===== src/rtl/mod_reducer.sv =====
// Bit-serial restoring modular reducer: remainder = dividend mod modulus, one dividend bit per cycle.
// The datapath uses one comparator and one subtractor; a zero modulus is flagged through error_out.
module mod_reducer #(
  parameter int WIDTH = 256
) (
  input  logic                 clk_in,
  input  logic                 rst_n_in,
  input  logic [2*WIDTH-1:0]   dividend_in,
  input  logic [WIDTH-1:0]     modulus_in,
  input  logic                 valid_in,
  output logic [WIDTH-1:0]     remainder_out,
  output logic                 valid_out,
  output logic                 busy_out,
  output logic                 error_out
);

  localparam int CNT_W = $clog2(2 * WIDTH);
  localparam logic [CNT_W-1:0] LAST = CNT_W'(2 * WIDTH - 1);

  typedef enum logic [1:0] {IDLE, COMPUTING, DONE} state_t;

  state_t               r_state;
  logic [2*WIDTH-1:0]   r_d;
  logic [WIDTH-1:0]     r_m;
  logic [WIDTH-1:0]     r_r;
  logic [CNT_W-1:0]     r_cnt;

  logic [WIDTH:0]       w_t;
  logic                 w_ge;
  logic [WIDTH-1:0]     w_sub;
  logic [WIDTH-1:0]     w_next;

  // R < M holds after every step, so the partial remainder needs only WIDTH bits;
  // the extra top bit of T only matters to the comparator.
  assign w_t    = {r_r, r_d[2*WIDTH-1]};
  assign w_ge   = (w_t >= {1'b0, r_m});
  assign w_sub  = w_t[WIDTH-1:0] - r_m;
  assign w_next = w_ge ? w_sub : w_t[WIDTH-1:0];

  always_ff @(posedge clk_in or negedge rst_n_in) begin
    if (!rst_n_in) begin
      r_state       <= IDLE;
      r_d           <= '0;
      r_m           <= '0;
      r_r           <= '0;
      r_cnt         <= '0;
      remainder_out <= '0;
      valid_out     <= 1'b0;
      busy_out      <= 1'b0;
      error_out     <= 1'b0;
    end else begin
      case (r_state)
        IDLE: begin
          if (valid_in) begin
            if (modulus_in == '0) begin
              remainder_out <= '0;
              error_out     <= 1'b1;
              valid_out     <= 1'b1;
              busy_out      <= 1'b0;
              r_state       <= DONE;
            end else begin
              r_d      <= dividend_in;
              r_m      <= modulus_in;
              r_r      <= '0;
              r_cnt    <= '0;
              busy_out <= 1'b1;
              r_state  <= COMPUTING;
            end
          end
        end
        COMPUTING: begin
          r_r   <= w_next;
          r_d   <= {r_d[2*WIDTH-2:0], 1'b0};
          r_cnt <= r_cnt + 1'b1;
          if (r_cnt == LAST) begin
            remainder_out <= w_next;
            valid_out     <= 1'b1;
            error_out     <= 1'b0;
            busy_out      <= 1'b0;
            r_state       <= DONE;
          end
        end
        DONE: begin
          // valid_in is deliberately ignored here; IDLE is re-entered on this edge.
          valid_out <= 1'b0;
          error_out <= 1'b0;
          r_state   <= IDLE;
        end
        default: r_state <= IDLE;
      endcase
    end
  end

endmodule


===== config.mk =====
export PLATFORM = sky130hd
export DESIGN_NAME = mod_reducer
export DESIGN_NICKNAME = d
export VERILOG_FILES = /design/src/rtl/mod_reducer.sv
export SDC_FILE = /design/constraint.sdc
export NUM_CORES = 2
export LEC_CHECK = 0
export BUFFER_PORTS_ARGS = -buffer_cell sky130_fd_sc_hd__buf_2
export CAP_MARGIN = 20
export CORE_AREA = 3 3 400 402
export CTS_BUF_LIST = sky130_fd_sc_hd__clkbuf_16
export DETAILED_ROUTE_END_ITERATION = 8
export DIE_AREA = 0 0 403 405
export GPL_TIMING_DRIVEN = 0
export PLACE_DENSITY_LB_ADDON = 0.2
export SKIP_CTS_REPAIR_TIMING = 1
export SYNTH_ARGS = -nofsm -noshare
export SYNTH_HDL_FRONTEND = slang
export SYNTH_SLANG_ARGS = --single-unit

===== constraint.sdc =====
create_clock -name clk_in -period 5.11 [get_ports clk_in]
set_clock_uncertainty 0.15 [all_clocks]
set_input_delay 1.022 -clock clk_in [delete_from_list [all_inputs] [get_ports clk_in]]
set_output_delay 1.022 -clock clk_in [all_outputs]
set_load 0.01 [all_outputs]

==> out/metrics.cfg <==
[status]
status=finished with violations
violations=setup timing

[timing]
fmax_mhz=189.8
timing.final.crit_period_ps=5270
finalHoldViolations=0
worst_slack_ps=-159.6
rsz0062_at_grt=true
setup_viol=145
drv_slew=0
max_slew_margin_pct=12.81
finalCritPeriodShare_pct=103.1
final.setup.tns_ps=-7218
worst_pin_slew_ps=1308
fin_hold_ws_ps=43.25

[power_and_ir_drop]
sequentialPowerShare_pct=25.6
swShare_pct=49.36
leakagePower_nw=42.94
powerDensity_mw_per_mm2=567.8
power.share.clock_pct=19.8
irDropWorstVdd_v=0.0004377
power_mw=51.82
internal_power_mw=26.24
switchingPower_mw=25.58
p_comb_share_pct=54.6

[floorplanning]
fp.coreArea_mm2=0.1564
fp.dieArea_mm2=0.1632
num_rows=145
start_util_pct=48.79
dieHeight_um=405
die_width_um=403
io_pins=1030

[clock_tree]
cts.sinks=1294
clock_path_buffers=3
cts_tree=built
root_buffer=clkbuf_16
cts_buffers=142
path_clk_slew_ps=60
cts.htree.levels=4
clk_latency_ps=830

[synth]
synth.distinct_cells=105
yosysSeqAreaShare_pct=42.44
synthCells=8711
synth-seq-cells=1294
post_synth.cell_area_avg_um2=8.759
synth_flop_cell=dfrtp_1
synthesis.nets=9745
ys_async_sr_fraction_pct=100.0
yosysWarningCount=0
synth_edf_count=0
syn_area_mm2=0.07630

[drt]
vias=76170
dr.first_iter.drc_count=8791
via_per_inst=6.232
dr.pass1.iters=6
wl_um=372100
postRouteAntennaNets=0
drc=0
wire_per_inst_um=30.45

[worst_hold_path]
hold_class=input port to async pin

[placement]
place_ws_ps=-2947
portBuffers=1029
routabilityCongestion=1.085
placed_cells=11830
dpl.hpwl_um=304400
placed_area_mm2=0.08469

[grt]
grt_use_total_pct=43.96
antenna_found_initial=134
grt_pass1_vias=73610
grt.overflow.total=0
grt_max_degree=167
grt_first_pass_wirelength_um=519000

[worst_setup_path]
critical_path_required_ps=5600
cp.arrival_ps=5760
start_kind=flop
r2r_setup_slack_ps=-160
path_class=flop to flop
critPathCaptureType=flop
path_max_fanout=10

[finish]
nNetsFinal=11000
final_cells=12220
drive_gt1_share_pct=20.10
stdcell_area_mm2=0.09126
post-route-util_pct=58.35
syn2layout_area_growth_pct=19.61

[job]
maxCapViolCount=0

## cells in the final DEF, fill, tap and decap left out, types with 86 or more instances in the layout
cell / instances
a21o_1: 119
a21oi_1: 545
buf_2: 1144
clkbuf_1: 315
clkbuf_16: 142
dfrtp_1: 1284
diode_2: 92
ha_1: 259
inv_1: 357
mux2_2: 274
mux2i_1: 532
nand2_1: 1536
nand4_1: 217
nor2_1: 370
nor4_1: 87
o21ai_0: 1291
o21ai_1: 110
o21bai_1: 86
xnor2_1: 144
xor2_1: 104
## layer usage
metal / GRT usage, % / routed length (um) / up-vias
met4: 28.94 / 28910 / 54
met1: 54.21 / 140900 / 37620
li1: - / - / 33420
met5: 0 / 344 / -
met2: 67.16 / 163400 / 4055
met3: 12.81 / 38500 / 1019
## sequential cells by signal, summed over array words and instances (netlist names)
signal and cells:
r_m 256, r_state 2, remainder_out 256, r_d 512, error_out 1, valid_out 1
busy_out 1, r_r 256, r_cnt 9
## layout make-up
type                       instances  area (um2)
sequential                      1294       32390
antenna                           92       230.2
multi-input combinational       6524       41370
timing repair buffer            1121        6271
clock buffer                     142        3553
inverter                         333        1254
buffer                           546        2594
tap                             2058        2575
fill                           14130       65130
clock inverter                   112        1017
## critical path, stage by stage, from the launching register on
cell       delay (ps)
dfrtp_1           530
ha_2              520
nand4_1           290
nor4_4            300
buf_4             210
nand3_4           140
a2111oi_4         690
a211oi_2          130
nand4_1           170
buf_12            150
a21oi_2            80
o21ai_2           300
a31o_1            280
buf_6             190
buf_12            180
buf_8             270
clkbuf_4          330
o221ai_1          160
## logic make-up after synthesis
group,count (synthesis),share of synthesized area [%]
AO/OA/AOI/OAI,2626,19.86
AND/OR/NAND/NOR,2567,14.65
flip-flops,1294,42.44
buffers and inverters,893,4.683
multiplexers,816,11.15
adder cells (fa/ha/maj),263,4.323
XOR/XNOR,252,2.893
## worst paths after layout
kind                       cells after the start               from           endpoint
max                                           17           r_r[179]           r_r[155]
min                                            1           rst_n_in  remainder_out[95]
max reg2reg                                   17           r_r[179]           r_r[155]
min reg2reg                                    2  remainder_out[35]  remainder_out[35]
max in group asynchronous                      4           rst_n_in           r_d[235]
min in group clk_in                            2     modulus_in[22]            r_m[22]
## power by group through the flow
stage / Sequential, mW / Clock [mW] / Combinational [mW]
CTS: 13.1 / 10.3 / 26.0
global placement: 13.3 / 0 / 25.7
floorplan: 12.6 / 0 / 16.3
finish: 13.3 / 10.3 / 28.3
global route: 13.3 / 10.7 / 29.9
detailed placement: 13.3 / 0 / 25.9
## cells in the mapped netlist (all sizes together) (22+ instances only)
| master | instances | area, um2 |
|---|---|---|
| xnor2 | 145 | 1270 |
| or3 | 22 | 137.6 |
| nor2b | 22 | 145.1 |
| o21bai | 88 | 664.4 |
| mux2 | 274 | 3085 |
| nand2 | 1542 | 5801 |
| dfrtp | 1294 | 32380 |
| o211ai | 32 | 260.3 |
| nand4 | 217 | 1358 |
| a31oi | 67 | 437.9 |
| ha | 262 | 3278 |
| o21a | 44 | 330.3 |
| o21ai | 1411 | 7073 |
| nand3 | 82 | 415.4 |
| clkbuf | 400 | 1510 |
| nor4 | 107 | 681.9 |
| a21oi | 568 | 2858 |
| o221ai | 30 | 262.8 |
| o31ai | 37 | 301.5 |
| buf | 160 | 813.3 |
| nor2 | 387 | 1458 |
| nor3 | 74 | 391.6 |
| inv | 333 | 1250 |
| mux2i | 542 | 5425 |
| a21boi | 28 | 214.0 |
| nand2b | 23 | 143.9 |
| a21o | 119 | 893.4 |
| xor2 | 107 | 937.2 |
| a22o | 22 | 192.7 |
(Power assumes the default switching activity.)
